## config.mk

```make
export PLATFORM = sky130hd
export DESIGN_NAME = noc_packetizer
export DESIGN_NICKNAME = d
export VERILOG_FILES = /design/src/rtl/noc_packetizer.sv
export SDC_FILE = /design/constraint.sdc
export NUM_CORES = 1
export LEC_CHECK = 0
export CORE_MARGIN = 8
export CORE_UTILIZATION = 38
export CTS_BUF_LIST = sky130_fd_sc_hd__clkbuf_2 sky130_fd_sc_hd__clkbuf_4 sky130_fd_sc_hd__clkbuf_8
export CTS_CLUSTER_DIAMETER = 150
export DETAILED_ROUTE_END_ITERATION = 10
export PLACE_DENSITY = 0.82
export SYNTH_ARGS = -nofsm -noshare
export SYNTH_HDL_FRONTEND = slang
export SYNTH_SLANG_ARGS = --single-unit
```

## constraint.sdc

```tcl
create_clock -name noc_clk -period 4.8 [get_ports noc_clk]
set_clock_uncertainty 0.2 [all_clocks]
set_input_delay 1.44 -clock noc_clk [delete_from_list [all_inputs] [get_ports noc_clk]]
set_output_delay 1.44 -clock noc_clk [all_outputs]
set_load 0.01 [all_outputs]
```

## src/rtl/noc_packetizer.sv

```systemverilog
// noc_packetizer: turns a (dst, len) request plus payload stream into header + body flits for a router port
`ifndef Noc_Data_Width
`define Noc_Data_Width 32
`endif
module noc_packetizer #(
  parameter int FLIT_W  = `Noc_Data_Width,
  parameter int COORD_W = 4,
  parameter int LEN_W   = 8,
  parameter int SRC_X   = 0,
  parameter int SRC_Y   = 0
) (
  input  logic               noc_clk,
  input  logic               rst_n,
  input  logic               req_valid,
  output logic               req_ready,
  input  logic [COORD_W-1:0] req_dst_x,
  input  logic [COORD_W-1:0] req_dst_y,
  input  logic [LEN_W-1:0]   req_len,
  input  logic               pl_valid,
  output logic               pl_ready,
  input  logic [FLIT_W-1:0]  pl_data,
  output logic               noc_valid,
  input  logic               noc_ready,
  output logic [FLIT_W-1:0]  noc_flit,
  output logic               noc_is_header,
  output logic               noc_is_tail,
  output logic               busy,
  output logic [15:0]        pkt_sent
);
  typedef enum logic {IDLE, BODY} state_t;
  state_t              state_q;
  logic [LEN_W-1:0]    remain_q;
  logic                valid_q, hdr_q, tail_q;
  logic [FLIT_W-1:0]   flit_q;
  logic [15:0]         sent_q;
  logic                load_en, req_fire, pl_fire;
  logic [FLIT_W-1:0]   hdr_d;
  // the output register can take a new flit when empty or being drained this cycle
  assign load_en   = !valid_q || noc_ready;
  assign req_ready = (state_q == IDLE) && load_en;
  assign pl_ready  = (state_q == BODY) && load_en;
  assign req_fire  = req_valid && req_ready;
  assign pl_fire   = pl_valid && pl_ready;
  assign hdr_d     = FLIT_W'({req_len, COORD_W'(SRC_X), COORD_W'(SRC_Y), req_dst_x, req_dst_y});
  assign noc_valid     = valid_q;
  assign noc_flit      = flit_q;
  assign noc_is_header = hdr_q;
  assign noc_is_tail   = tail_q;
  assign busy          = (state_q == BODY) || valid_q;
  assign pkt_sent      = sent_q;
  // packet FSM, body down-counter, registered flit stage and sent-packet counter
  always_ff @(posedge noc_clk or negedge rst_n) begin
    if (!rst_n) begin
      state_q  <= IDLE;
      remain_q <= '0;
      valid_q  <= 1'b0;
      hdr_q    <= 1'b0;
      tail_q   <= 1'b0;
      flit_q   <= '0;
      sent_q   <= '0;
    end else begin
      if (load_en) valid_q <= req_fire || pl_fire;
      if (req_fire) begin
        flit_q <= hdr_d;
        hdr_q  <= 1'b1;
        tail_q <= (req_len == '0);
        if (req_len != '0) begin
          remain_q <= req_len;
          state_q  <= BODY;
        end
      end
      if (pl_fire) begin
        flit_q   <= pl_data;
        hdr_q    <= 1'b0;
        tail_q   <= (remain_q == LEN_W'(1));
        remain_q <= remain_q - LEN_W'(1);
        if (remain_q == LEN_W'(1)) state_q <= IDLE;
      end
      if (valid_q && noc_ready && tail_q) sent_q <= sent_q + 16'd1;
    end
  end
endmodule
```

After elaboration in Yosys (flattened, before gate mapping) --
Index checks and enable logic that the tools add are counted.
Word-level totals: bits in registers 60, output and inout port bits 54, input bits 53, word-level logic and storage cells 39
Cells by class: equal/unequal tests 1, muxes and demuxes 13, reduce and logical (&&, ||, !) cells 15, bitwise operators 1, add/subtract/negate cells 2
Operators by type and width (count):
- 32-bit 2-to-1 mux | 2
- 8-bit 2-to-1 mux | 3
- 16-bit by 1-bit adder with 16-bit output (second input constant) | 1
- 8-bit by 1-bit equality test with 1-bit output (second input constant) | 1
- 8-bit zero test | 1
- 1-bit 2-to-1 mux | 8
- 8-bit nonzero test | 1
- 8-bit by 1-bit subtractor with 8-bit output (second input constant) | 1
- 1-bit logical AND | 6
- 2-bit nonzero test | 2
- 1-bit logical OR | 3
- 2-bit AND reduction | 1
- 1-bit zero test | 1
- 1-bit inverter | 1

Depth between registers and ports, before layout --
Gate-level depths: netlist of run 1.
depth in word-level cells 7, depth in mapped cells 7, mapped depth without buffers 5

Worst setup path after synthesis of run 1 --
OpenSTA, ideal clock, no wires.
path type input port to output port, start in noc_ready, end out pl_ready, buffers on the path 0, slack 1.367 ns, data required time 3.160 ns, cell stages on the path 2, arrival 1.793 ns, cell sequence nor2b_1 nor2_1
Between the ends: cells in the longest elaborated chain, start to end 2
Ends and longest elaborated chain:
- start, declared | line 23 | input logic noc_ready,
- 1-bit logical OR | line 39 | assign load_en = !valid_q || noc_ready;
- 1-bit logical AND | line 41 | assign pl_ready = (state_q == BODY) && load_en;
- end, declared | line 20 | output logic pl_ready,
Every way passes these cells.

Final worst setup path of run 1 --
Same ends and word-level chain as after synthesis.

==> results.txt, run 1 <==
The flow ran to the end, and the final reports show no timing, DRC or antenna violations. At the end of the flow the core is filled with cells to 56.83%. On the critical path the largest part of the delay comes from buffers and inverters. Traced cell by cell, the critical path runs through clkdlybuf4s50_1 > nor2b_1 > nor2_1 > clkdlybuf4s50_1. Of all flip-flops after synthesis, the portion carrying an async set or reset was 100.0%.

The final number of setup-violating endpoints came out at 0. The slowest stage of the critical path is the clkdlybuf4s50_1 cell. The total negative setup slack came out at 0 ns. The flop and latch count out of synthesis came out at 60. The number of hold buffers added after cts came out at 0.

The number of nets in the synthesized netlist came out at 314. Clock tree synthesis inserted a total of 9 buffers. The global-route usage over all layers is 15.02%. The mapped cell area came out at 2729 um2.

The fraction of final layout cells with drive strength greater than 1 is 8.356%. The area share of fa/ha/maj cells after synthesis is 1.376%. The area inside the core boundary is 7098 um2. The number of DRC violations after detailed-routing iteration 0 is 121. The floorplan has 31 rows. The via count of the routed design is 2354. The startpoint identified for the worst register-to-register timing path is noc_valid. The startpoint of the lowest-slack hold path is pkt_sent[15]. The critical path contains buffers and inverters numbering 2 combined. The post-CTS setup buffer count is 0. Counting stages on the worst path, the most repeated cell is clkdlybuf4s50_1. The initial cell density of the core came out at 38.45%. The share of total power in sequential cells came out at 44.3%. At the pin with the least slew margin, the transition time is 0.9812 ns. The critical path is of the input port to output port type. The synthesized netlist devotes 14.76% of its cell area to compound gates. Dividing the detail-routed wire length by the instance count gives 15.69 um.

STA classifies the critical path endpoint as an output port. The sink of the worst hold path is pkt_sent[15]. The final net count came out at 423. The global-route wire length before repair came out at 12.13 mm. The largest family of logic cells by synthesized area is simple AND/OR/NAND/NOR gates.

The internal power consumption came out at 1109 uW. Data arrives at the worst endpoint at 2.83 ns. The power density over the cells is 393.4 nW/um2.

In the global route stage, met3 resource usage came out at 3.453%. In this run the critical register-to-register path is captured at noc_flit[12]. The later pin in the worst-skew pair is clocked with a latency of 0.32 ns. The final critical path takes up 93.23% of the cycle.

The count of boundary I/O pins came out at 107. For this run, the slowest stage of the critical path takes 0.50 ns. For the finished layout, the period the worst path requires is 4.475 ns. The number of clock sinks is 60. The met2 usage came out at 24.61%. The hold violation count in the final report is 0. The number of detailed-routing iterations run before antenna repair came out at 4. Of the post-synthesis cell area, the dominant cell type holds 55.02%. Summing all non-filler instances in the final layout gives an area of 4034 um2. The static leakage power came out at 0.001699 uW. The largest total area in the synthesized netlist belongs to dfrtp_1. The worst path required time is 3.16 ns. The H-tree was split into 3 levels. Of the total power, the clock network draws 25.3%. The via count of the first global-routing pass came out at 2413.

Clock tree synthesis selected as its root buffer the cell clkbuf_8. The portion of netlist area occupied by mux cells came out at 0.8253%. The total number of cells along the worst setup path is 4. The xor and xnor fraction of the mapped netlist area came out at 4.814%. The mean cell area of the mapped netlist is 10.58 um2. The placer's final routability congestion estimate came out at 0.7863.

The clock transition time at the flip-flop clock pins of the worst setup and hold paths came out at 0.06 ns. In this run the tightest slew margin relative to its limit is 34.59%. The count of nets left with antenna violations once routing finished came out at 0. The number of stages on the worst hold path came out at 1. In this run the most used layer during global routing was met2.

The distinct cell type count after synthesis is 47. In this run, post-CTS repair resized a total of 0 instances. The final number of max-transition violations is 0. The largest vdd supply drop came out at 0.1920 mV. The maximum clock path buffer count came out at 2. The predominant post-synthesis flop cell is dfrtp_1.

Hold timing on the final database bottoms out at a slack of 0.2672 ns. The count of yosys warnings during synthesis is 0. 0 antenna diodes ended up in the layout. Summing all placed instances gives a cell area of 3857 um2. Counting flops with a built-in enable in the synthesized netlist gives 0. Setup repair after global routing left no endpoint under its margin.

The highest attainable clock frequency came out at 223.5 MHz. The floorplan step defined a die boundary enclosing 10150 um2. Max-cap violations in this run came to 0. The number of antenna violations at the first check in global routing was 0. Entering global routing, the biggest net connects 45 pins. In this run the horizontal extent of the chip is 100.7 um.

The sequential share of the synthesized area is 55.02%. The count of cells along the worst register-to-register path came out at 5. Buffers placed on the I/O ports in this run total 106. The synthesis-to-finish area growth is 47.82%. The worst register-to-register path has a setup slack of 2.68 ns.

The overflow left after global routing came out at 0. Summing the areas of all and, or, nand and nor instances in the mapped netlist gives 19.53% of the synthesized area. The combinational group share of total power is 30.4%. The number of inserted filler cells in the final layout is 592.

The kind of start point of the critical path is an input port. Synthesis handed over a netlist of 258 instances. The switching share of power is 30.14%. Using the TritonRoute via totals, the vias-per-cell ratio works out to 5.009.

The path class of the tightest hold or removal check is flip-flop to flip-flop. The height of the chip came out at 100.7 um. Ranked by total cell area, the synthesized netlist is headed by dfrtp_1, nand2_1, a22o_1. The HPWL after detailed placement came out at 5.509 mm. TritonCTS built the clock tree.

The residual DRC count came out at 0. The worst-path maximum fanout came out at 5. In the global route stage, met1 resource usage came out at 17.82%. The routed wire length is 7.372 mm. The net switching component of the power came out at 478.4 uW.
## worst max-delay path by stage
stage                endpoint  slack, ns  startpoint
finish               pl_ready       0.33   noc_ready
global route        req_ready       0.25   noc_ready
CTS                  pl_ready       0.33   noc_ready
detailed placement   pl_ready       0.33   noc_ready
global placement     pl_ready       0.39   noc_ready
floorplan            pl_ready       1.37   noc_ready
## area by class of cell
type                    count  area, um2  area share, %
well taps                  99      123.9          3.071
multi-input cells         181       1127          27.95
clock buffers              13      166.4          4.125
clock inverters             2      10.01         0.2481
flip-flops and latches     60       1501          37.22
inverters                   5      18.77         0.4653
repair buffers            110       1086          26.92
## cell usage in the layout, fill, tap and decap left out, types with 2 or more instances in the layout
| cell | n |
|---|---|
| o221a_1 | 2 |
| xor2_1 | 2 |
| and4_1 | 3 |
| mux2_2 | 2 |
| xnor2_1 | 13 |
| clkinv_2 | 2 |
| nor2_1 | 22 |
| a31oi_1 | 18 |
| a22o_1 | 16 |
| dfrtp_1 | 60 |
| and2_1 | 2 |
| nor3_1 | 6 |
| buf_4 | 4 |
| nand3_1 | 11 |
| nand4_1 | 5 |
| ha_1 | 3 |
| clkbuf_4 | 2 |
| clkdlybuf4s50_1 | 105 |
| a21oi_1 | 4 |
| or4_4 | 2 |
| o21ai_2 | 2 |
| inv_1 | 5 |
| and3_1 | 3 |
| clkbuf_8 | 11 |
| nand2_1 | 40 |
| nor4_1 | 2 |
| o21ai_0 | 2 |
## Yosys cell counts (3+ instances only)
master	count
xnor2_1	13
nor3_1	6
buf_6	3
a31oi_1	18
and3_1	3
nand3_1	11
nand2_1	40
ha_1	3
nand4_1	5
nor2_1	22
dfrtp_1	60
clkbuf_1	4
and4_1	3
a22o_1	16
a21oi_1	4
inv_1	5
buf_4	3
## sequential cells by signal, indices dropped and copies added (netlist names)
register	flops
remain_q	8
noc_valid	1
noc_is_header	1
noc_is_tail	1
noc_flit	32
state_q	1
pkt_sent	16
## stage by stage
stage | worst slack, ns | cells | total power (uW)
floorplan | 1.367 | 258 | 925.6
global placement | 0.3866 | 455 | 1184
detailed placement | 0.3253 | 455 | 1198
CTS | 0.3274 | 470 | 1606
global route | 0.2523 | 470 | 1682
finish | 0.3250 | 470 | 1587
## routing by layer
metal / part of all wire, % / up-vias / routed length, um
li1: - / 1139 / -
met1: 44 / 1133 / 3210
met2: 49 / 67 / 3597
met3: 4.9 / 15 / 362
met4: 2.7 / 0 / 202
met5: 0 / - / 0
## kinds of logic after synthesis
| kind of cell | count (synthesis) |
|---|---|
| simple gates | 107 |
| flops | 60 |
| compound gates | 54 |
| buf+inv | 17 |
| xor+xnor | 15 |
| fa+ha+maj | 3 |
| mux | 2 |
## worst reg2reg max path, delay by kind of cell, from the launching register on
kind	cells	cell delay (ns)
simple gates	3	0.86
compound gates	1	0.21
flops	1	0.42
buf+inv	1	0.31
## power by group through the flow
stage | Clock, uW | Combinational (uW) | Sequential [uW]
finish | 401 | 482 | 704
global route | 432 | 528 | 722
CTS | 412 | 491 | 704
detailed placement | 0 | 490 | 708
global placement | 0 | 476 | 708
floorplan | 0 | 194 | 732
(Power assumes the default switching activity.)
==> run 2, diff against run 1 <==
- CORE_MARGIN: 8 -> 2
- clock period: 4.8 -> 5.6 ns (I/O delays scaled with it)
==> run 2 against run 1 <==
- wire length fell by 3.6%
- worst hold slack improved by 0.0045 ns
- total power fell by 8.7%
- critical path type unchanged
==> results.txt, run 2 (synthesized netlist as in run 1, its figures left out) <==
The quantity of I/O buffers inserted on ports is 106 (unchanged). The worst setup path is launched from an input port. The number of hold buffers added after cts came out at 0 (unchanged). The area of the die came to 7875 um2 (-22%). The largest vdd supply drop came out at 0.1444 mV (-25%). Among all stages on the critical path, the largest delay is contributed by clkdlybuf4s50_1.

The share of the core filled with cells in the final layout came out at 59.27% (+2.4 points). The number of levels the H-tree was split into is 3 (unchanged). The register area was 1501 um2 (unchanged). The share of total power in sequential cells came to 41.8% (-2.5 points). The placer's final routability congestion estimate came to 0.8165 (+3.8%). The number of detailed-routing iterations run before antenna repair is 4 (unchanged). The area of the multi-input gates is 1127 um2 (unchanged). The final net count was 422 (-0.24%). The fraction of final layout cells with drive strength greater than 1 is 8.356% (unchanged). The synthesis-to-finish area growth came out at 49.20%. The diode insertion count for antenna repair came out at 0 (unchanged). The number of max-capacitance violations reported is 0 (unchanged). The maximum number of pins on one net before global-route repair is 61 (+36%). The total negative setup slack is 0 ns (unchanged). The final critical path time including I/O delays and setup is 4.961 ns. The clock transition time at the flip-flop clock pins of the worst setup and hold paths was 0.07 ns (about the same). The ratio of routed vias to standard cells is 5.173 (+3.3%). The root buffer cell chosen for the clock tree is clkbuf_8. The commonest non-fill, non-tap cell in the layout is clkdlybuf4s50_1. The internal power consumption was 1011 uW (-8.9%).

The residual DRC count is 0 (unchanged). The number of routed nets with antenna violations is 0 (unchanged). The worst relative slew slack was 44.58% (+10 points). The number of antenna violations at the first check in global routing is 0 (unchanged). Setup repair after global routing left no endpoint under its margin. The static leakage power is 0.001704 uW (+0.31%). The post-CTS setup buffer count came out at 0 (unchanged). The average routed wire per standard cell is 15.22 um (-3.0%). The initial cell density of the core came out at 39.73% (+1.3 points). The share of power burned in the clock network is 29.9% (+4.6 points). The number of DRC violations after detailed-routing iteration 0 came to 134 (+11%). The post-route fraction of the period consumed by the critical path is 88.59%. The number of flip-flops in the largest register is 32 (unchanged).

The highest attainable clock frequency is 201.6 MHz. The area inside the core boundary was 6869 um2 (-3.2%). The via count of the first global-routing pass came out at 2432 (+0.79%). The count of boundary I/O pins came out at 107 (unchanged). The number of rows in the core area came out at 30 (-3.2%). The power density over the cells is 355.9 nW/um2 (-9.5%). The net switching component of the power is 438.4 uW (-8.4%).

The TritonCTS clock tree is built. The later-pin clock latency in the skew report came out at 0.34 ns (+0.02 ns). The worst-path maximum fanout is 5 (unchanged). The x dimension of the die came out at 88.74 um (-12%). The number of buffers inserted during clock tree synthesis came out at 9 (unchanged).

The final number of setup-violating endpoints is 0 (unchanged). The data arrival time at the worst-slack endpoint is 3.08 ns (+0.25 ns). The tightest min-delay check is of the flip-flop to flip-flop type. The routed wire length is 7.108 mm (-3.6%). The pre-CTS setup slack came out at 0.6821 ns (+0.3569 ns). The number of clock sinks came out at 60 (unchanged). The path type of the worst setup path is input port to output port. The largest incremental delay on the critical path came out at 0.50 ns (about the same). The combinational group share of total power came to 28.3% (-2.1 points). The number of resized instances in the post-cts repair step is 0 (unchanged). The global-route usage over all layers came to 19.32% (+4.3 points). The number of inserted filler cells in the final layout came out at 558 (-5.7%). The endpoint class of the critical path is an output port. The final number of max-transition violations was 0 (unchanged).

The switching share of power is 30.26% (+0.11 points). The critical path goes through clkdlybuf4s50_1 > nor2b_1 > nor2_1 > clkdlybuf4s50_1. In the layout the commonest cells are clkdlybuf4s50_1, dfrtp_1, nand2_1. The via count of the routed design came out at 2416 (+2.6%).

The worst path required time is 3.72 ns (+0.56 ns). The measured slew at the worst slew-check pin came out at 0.8290 ns (-0.1522 ns). The HPWL after detailed placement came out at 5.055 mm (-8.2%). The post-route total power is 1449 uW (-8.7%).

The height of the chip is 88.74 um (-12%). The maximum clock path buffer count is 2 (unchanged). The global-route wire length before repair was 11.45 mm (-5.6%). Among the stages of the critical path, the cell type that occurs most often is clkdlybuf4s50_1. The flow ran to the end, and the final reports show no timing, DRC or antenna violations. The smallest setup slack after layout is 0.6391 ns (+0.3140 ns). The overflow left after global routing came out at 0 (unchanged). The hold violation count in the final report is 0 (unchanged).
run 2: cell count changes in the layout (fill, tap and decap cells not counted):
cell,change
buf_4,-1
bufinv_16,+2
clkbuf_4,-2
clkbuf_8,-2
clkinv_2,-2
clkinv_4,+3
clkinvlp_4,+2
run 2: metal layers:
metal	GRT usage [%]	vias up	part of all wire, %
li1	-	1145	-
met1	24.03	1178	43
met2	30.46	72	49
met3	4.291	21	4.0
met4	12.12	0	3.8
met5	0	-	0
run 2: worst max-delay path: cells and delay by family:
family                 cells  cell delay (ns)
buffers and inverters      2             0.96
AND/OR/NAND/NOR            2             0.44
run 2: stage by stage:
| step | instances | cell area, um2 | hold slack (ns) |
|---|---|---|---|
| 2_1_floorplan | 258 | 2729 | 0.2970 |
| 3_3_place_gp | 451 | 3846 | 0.2609 |
| 3_5_place_dp | 451 | 3846 | 0.2632 |
| 4_1_cts | 467 | 4071 | 0.2782 |
| 5_1_grt | 467 | 4071 | 0.2879 |
| 6_report | 467 | 4071 | 0.2717 |
run 2: area by class of cell:
| type | count | share of cell area (%) |
|---|---|---|
| clock inverters | 7 | 2.489 |
| multi-input cells | 181 | 27.69 |
| repair buffers | 109 | 26.49 |
| inverters | 5 | 0.4610 |
| flip-flops and latches | 60 | 36.88 |
| clock buffers | 9 | 3.042 |
| well taps | 96 | 2.950 |
run 2: power by group through the flow:
stage	sequential [uW]	clock, uW	combinational [uW]
after floorplan	627	0	166
after global placement	608	0	402
after detailed placement	608	0	415
after CTS	605	444	415
after global routing	619	466	450
final	605	433	410
run 2: final timing paths:
| check | startpoint | endpoint | slack (ns) | depth (start not counted) |
|---|---|---|---|---|
| hold reg to reg | pkt_sent[15] | pkt_sent[15] | 0.27 | 1 |
| max in group asynchronous | rst_n | noc_flit[10] | 3.42 | 2 |
| hold / removal | pkt_sent[15] | pkt_sent[15] | 0.27 | 1 |
| setup / recovery | noc_ready | pl_ready | 0.64 | 4 |
| setup reg to reg | noc_valid | remain_q[6] | 3.22 | 4 |
| min in group asynchronous | rst_n | pkt_sent[5] | 1.27 | 2 |
==> run 3, diff against run 2 <==
- RECOVER_POWER: default -> 100
==> run 3 against run 2 <==
- the flow now finishes with violations (capacitance limit, slew limit)
- sequential power hardly changed
- utilization is 0.46 points lower
- largest cell class unchanged
- sequential share of layout area is 0.29 points higher
- combinational power is 7.1% lower
- critical endpoint unchanged
==> results.txt, run 3 (synthesized netlist as in run 1, its figures left out) <==
The number of detailed-routing iterations run before antenna repair is 4 (unchanged). The worst setup path is captured at an output port. The ratio of routed vias to standard cells was 5.158 (-0.29%).

The number of stages on the worst hold path is 1 (unchanged). The HPWL after detailed placement is 5.055 mm (unchanged). The net switching component of the power is 433.0 uW (-1.2%). The startpoint of the lowest-slack hold path is pkt_sent[15]. The flop-to-flop setup slack is 2.76 ns (-0.46 ns). The met2 routed wirelength is 3.540 mm (+1.9%). The number of clock sinks came out at 60 (unchanged).

The average routed wire per standard cell came to 15.19 um (-0.18%). The post-CTS setup buffer count came out at 0 (unchanged). The sink of the worst hold path is pkt_sent[15].

The clock transition time at the flip-flop clock pins of the worst setup and hold paths is 0.07 ns (about the same). The met1 routed wirelength after detailed routing is 3.048 mm (-0.85%). CTS placed an instance of clkbuf_8 at the clock tree root. The share of total power in sequential cells is 42.5% (+0.7 points). The number of routed nets with antenna violations came out at 0 (unchanged).

The internal power consumption came out at 982.7 uW (-2.8%). The final number of setup-violating endpoints came out at 0 (unchanged). The maximum number of pins on one net before global-route repair came to 61 (unchanged). The global-route wire length before repair is 11.45 mm (unchanged). The final net count is 422 (unchanged). The share of power burned in the clock network came to 30.6% (+0.7 points). STA classifies the critical path startpoint as an input port. The area inside the core boundary is 6869 um2 (unchanged). The critical path in this run is classified as input port to output port. The overflow left after global routing was 0 (unchanged). The number of max-capacitance violations reported is 1 (+1).

The maximum clock path buffer count came to 2 (unchanged). The number of flip-flops in the largest register came to 32 (unchanged). The placer's final routability congestion estimate came out at 0.8165 (unchanged). The number of buffers inserted during clock tree synthesis is 9 (unchanged). The met3 routed wirelength came out at 271 um (-4.9%). The largest vdd supply drop was 0.1396 mV (-3.4%). The area of the die came out at 7875 um2 (unchanged). The global-route usage over all layers came out at 19.32% (unchanged). Setup repair after global routing left no endpoint under its margin. The library cell used most frequently in the layout, excluding fill and tap cells, is dfrtp_1.

TritonCTS built the clock tree. The routed wire length is 7.095 mm (-0.18%). The worst-path maximum fanout was 5 (unchanged). The final reports fail on capacitance limit, slew limit. The data arrival time at the worst-slack endpoint is 3.32 ns (+0.24 ns). The combinational group share of total power came out at 26.9% (-1.4 points). The final number of max-transition violations was 61 (+61). The final critical path time including I/O delays and setup came out at 5.203 ns (+0.2416 ns). The share of the core filled with cells in the final layout is 58.82% (-0.46 points). The power density over the cells came out at 350.4 nW/um2 (-1.5%). The register area came out at 1501 um2 (unchanged).

The diode insertion count for antenna repair came out at 0 (unchanged). The height of the chip is 88.74 um (unchanged). The count of cells along the worst register-to-register path is 5 (+1). The post-route fraction of the period consumed by the critical path came out at 92.90% (+4.3 points). The number of hold buffers added after cts came out at 0 (unchanged). The x dimension of the die is 88.74 um (unchanged). The number of inserted filler cells in the final layout came out at 563 (+0.90%). The residual DRC count was 0 (unchanged).

The highest routed metal layer is met4. In the layout the commonest cells are dfrtp_1, dlygate4sd3_1, clkdlybuf4s50_1. The smallest setup slack after layout came out at 0.3975 ns (-0.2416 ns). The number of levels the H-tree was split into came out at 3 (unchanged). The type of the worst min-delay path is flip-flop to flip-flop. The number of DRC violations after detailed-routing iteration 0 came out at 131 (-2.2%). The synthesis-to-finish area growth came out at 48.05%.

The launch instance of the worst register-to-register path is noc_valid. The number of rows in the core area is 30 (unchanged). The number of antenna violations at the first check in global routing is 0 (unchanged).

The pre-CTS setup slack came out at 0.6821 ns (unchanged). The measured slew at the worst slew-check pin is 3.135 ns (+2.306 ns). The highest attainable clock frequency is 192.2 MHz (-4.6%). The number of resized instances in the post-cts repair step is 0 (unchanged).

The hold violation count in the final report came out at 0 (unchanged). The area of the multi-input gates is 1104 um2 (-2.1%). The worst path required time is 3.72 ns (about the same). The quantity of I/O buffers inserted on ports came out at 106 (unchanged). The run finished, with violations left. The total negative setup slack is 0 ns (unchanged). The worst relative slew slack is -109.0% (-150 points).

The count of boundary I/O pins came out at 107 (unchanged). The static leakage power is 0.001749 uW (+2.6%). The via count of the routed design came to 2409 (-0.29%).

The fraction of final layout cells with drive strength greater than 1 came to 7.008% (-1.3 points). The destination of the worst register-to-register timing path is noc_flit[10]. The via count of the first global-routing pass is 2432 (unchanged).

The switching share of power came out at 30.59% (+0.33 points). The initial cell density of the core came out at 39.73% (unchanged). The later-pin clock latency in the skew report is 0.34 ns (about the same).
-- run 3: power groups by stage --
stage,clock (uW),combinational (uW),sequential [uW]
floorplan,0,166,627
global placement,0,402,608
detailed placement,0,415,608
CTS,444,415,605
global route,466,420,617
finish,433,381,602
-- run 3: area by class of cell --
class	count	area share, %
Tap cell	96	2.973
Inverter	5	0.4645
Timing Repair Buffer	109	26.51
Sequential cell	60	37.16
Clock buffer	9	3.066
Clock inverter	7	2.509
Multi-Input combinational cell	181	27.32
-- run 3: how the worst max path moves through the flow --
stage	from	endpoint	cells after the start
finish	noc_ready	pl_ready	4
global route	noc_ready	pl_ready	4
floorplan	noc_ready	pl_ready	2
global placement	noc_ready	req_ready	4
detailed placement	noc_ready	req_ready	4
CTS	noc_ready	pl_ready	4
-- run 3: per-stage QoR --
| step | cell area, um2 | hold WS, ns | power, uW | std cells |
|---|---|---|---|---|
| after floorplan | 2729 | 0.2970 | 793.4 | 258 |
| after global placement | 3846 | 0.2609 | 1010 | 451 |
| after detailed placement | 3846 | 0.2632 | 1023 | 451 |
| after CTS | 4071 | 0.2782 | 1463 | 467 |
| after global routing | 4040 | 0.2825 | 1503 | 467 |
| final | 4040 | 0.2641 | 1416 | 467 |
-- run 3: per-layer routing --
layer	global-route usage, %	up-vias
li1	-	1146
met1	24.03	1173
met2	30.46	71
met3	4.291	19
met4	12.12	0
met5	0	-
-- run 3: worst max-delay path, stage by stage --
cell and delay, ns:
dlygate4sd3_1 0.58, nor2b_1 0.36, nor2_1 0.08, dlygate4sd3_1 0.62
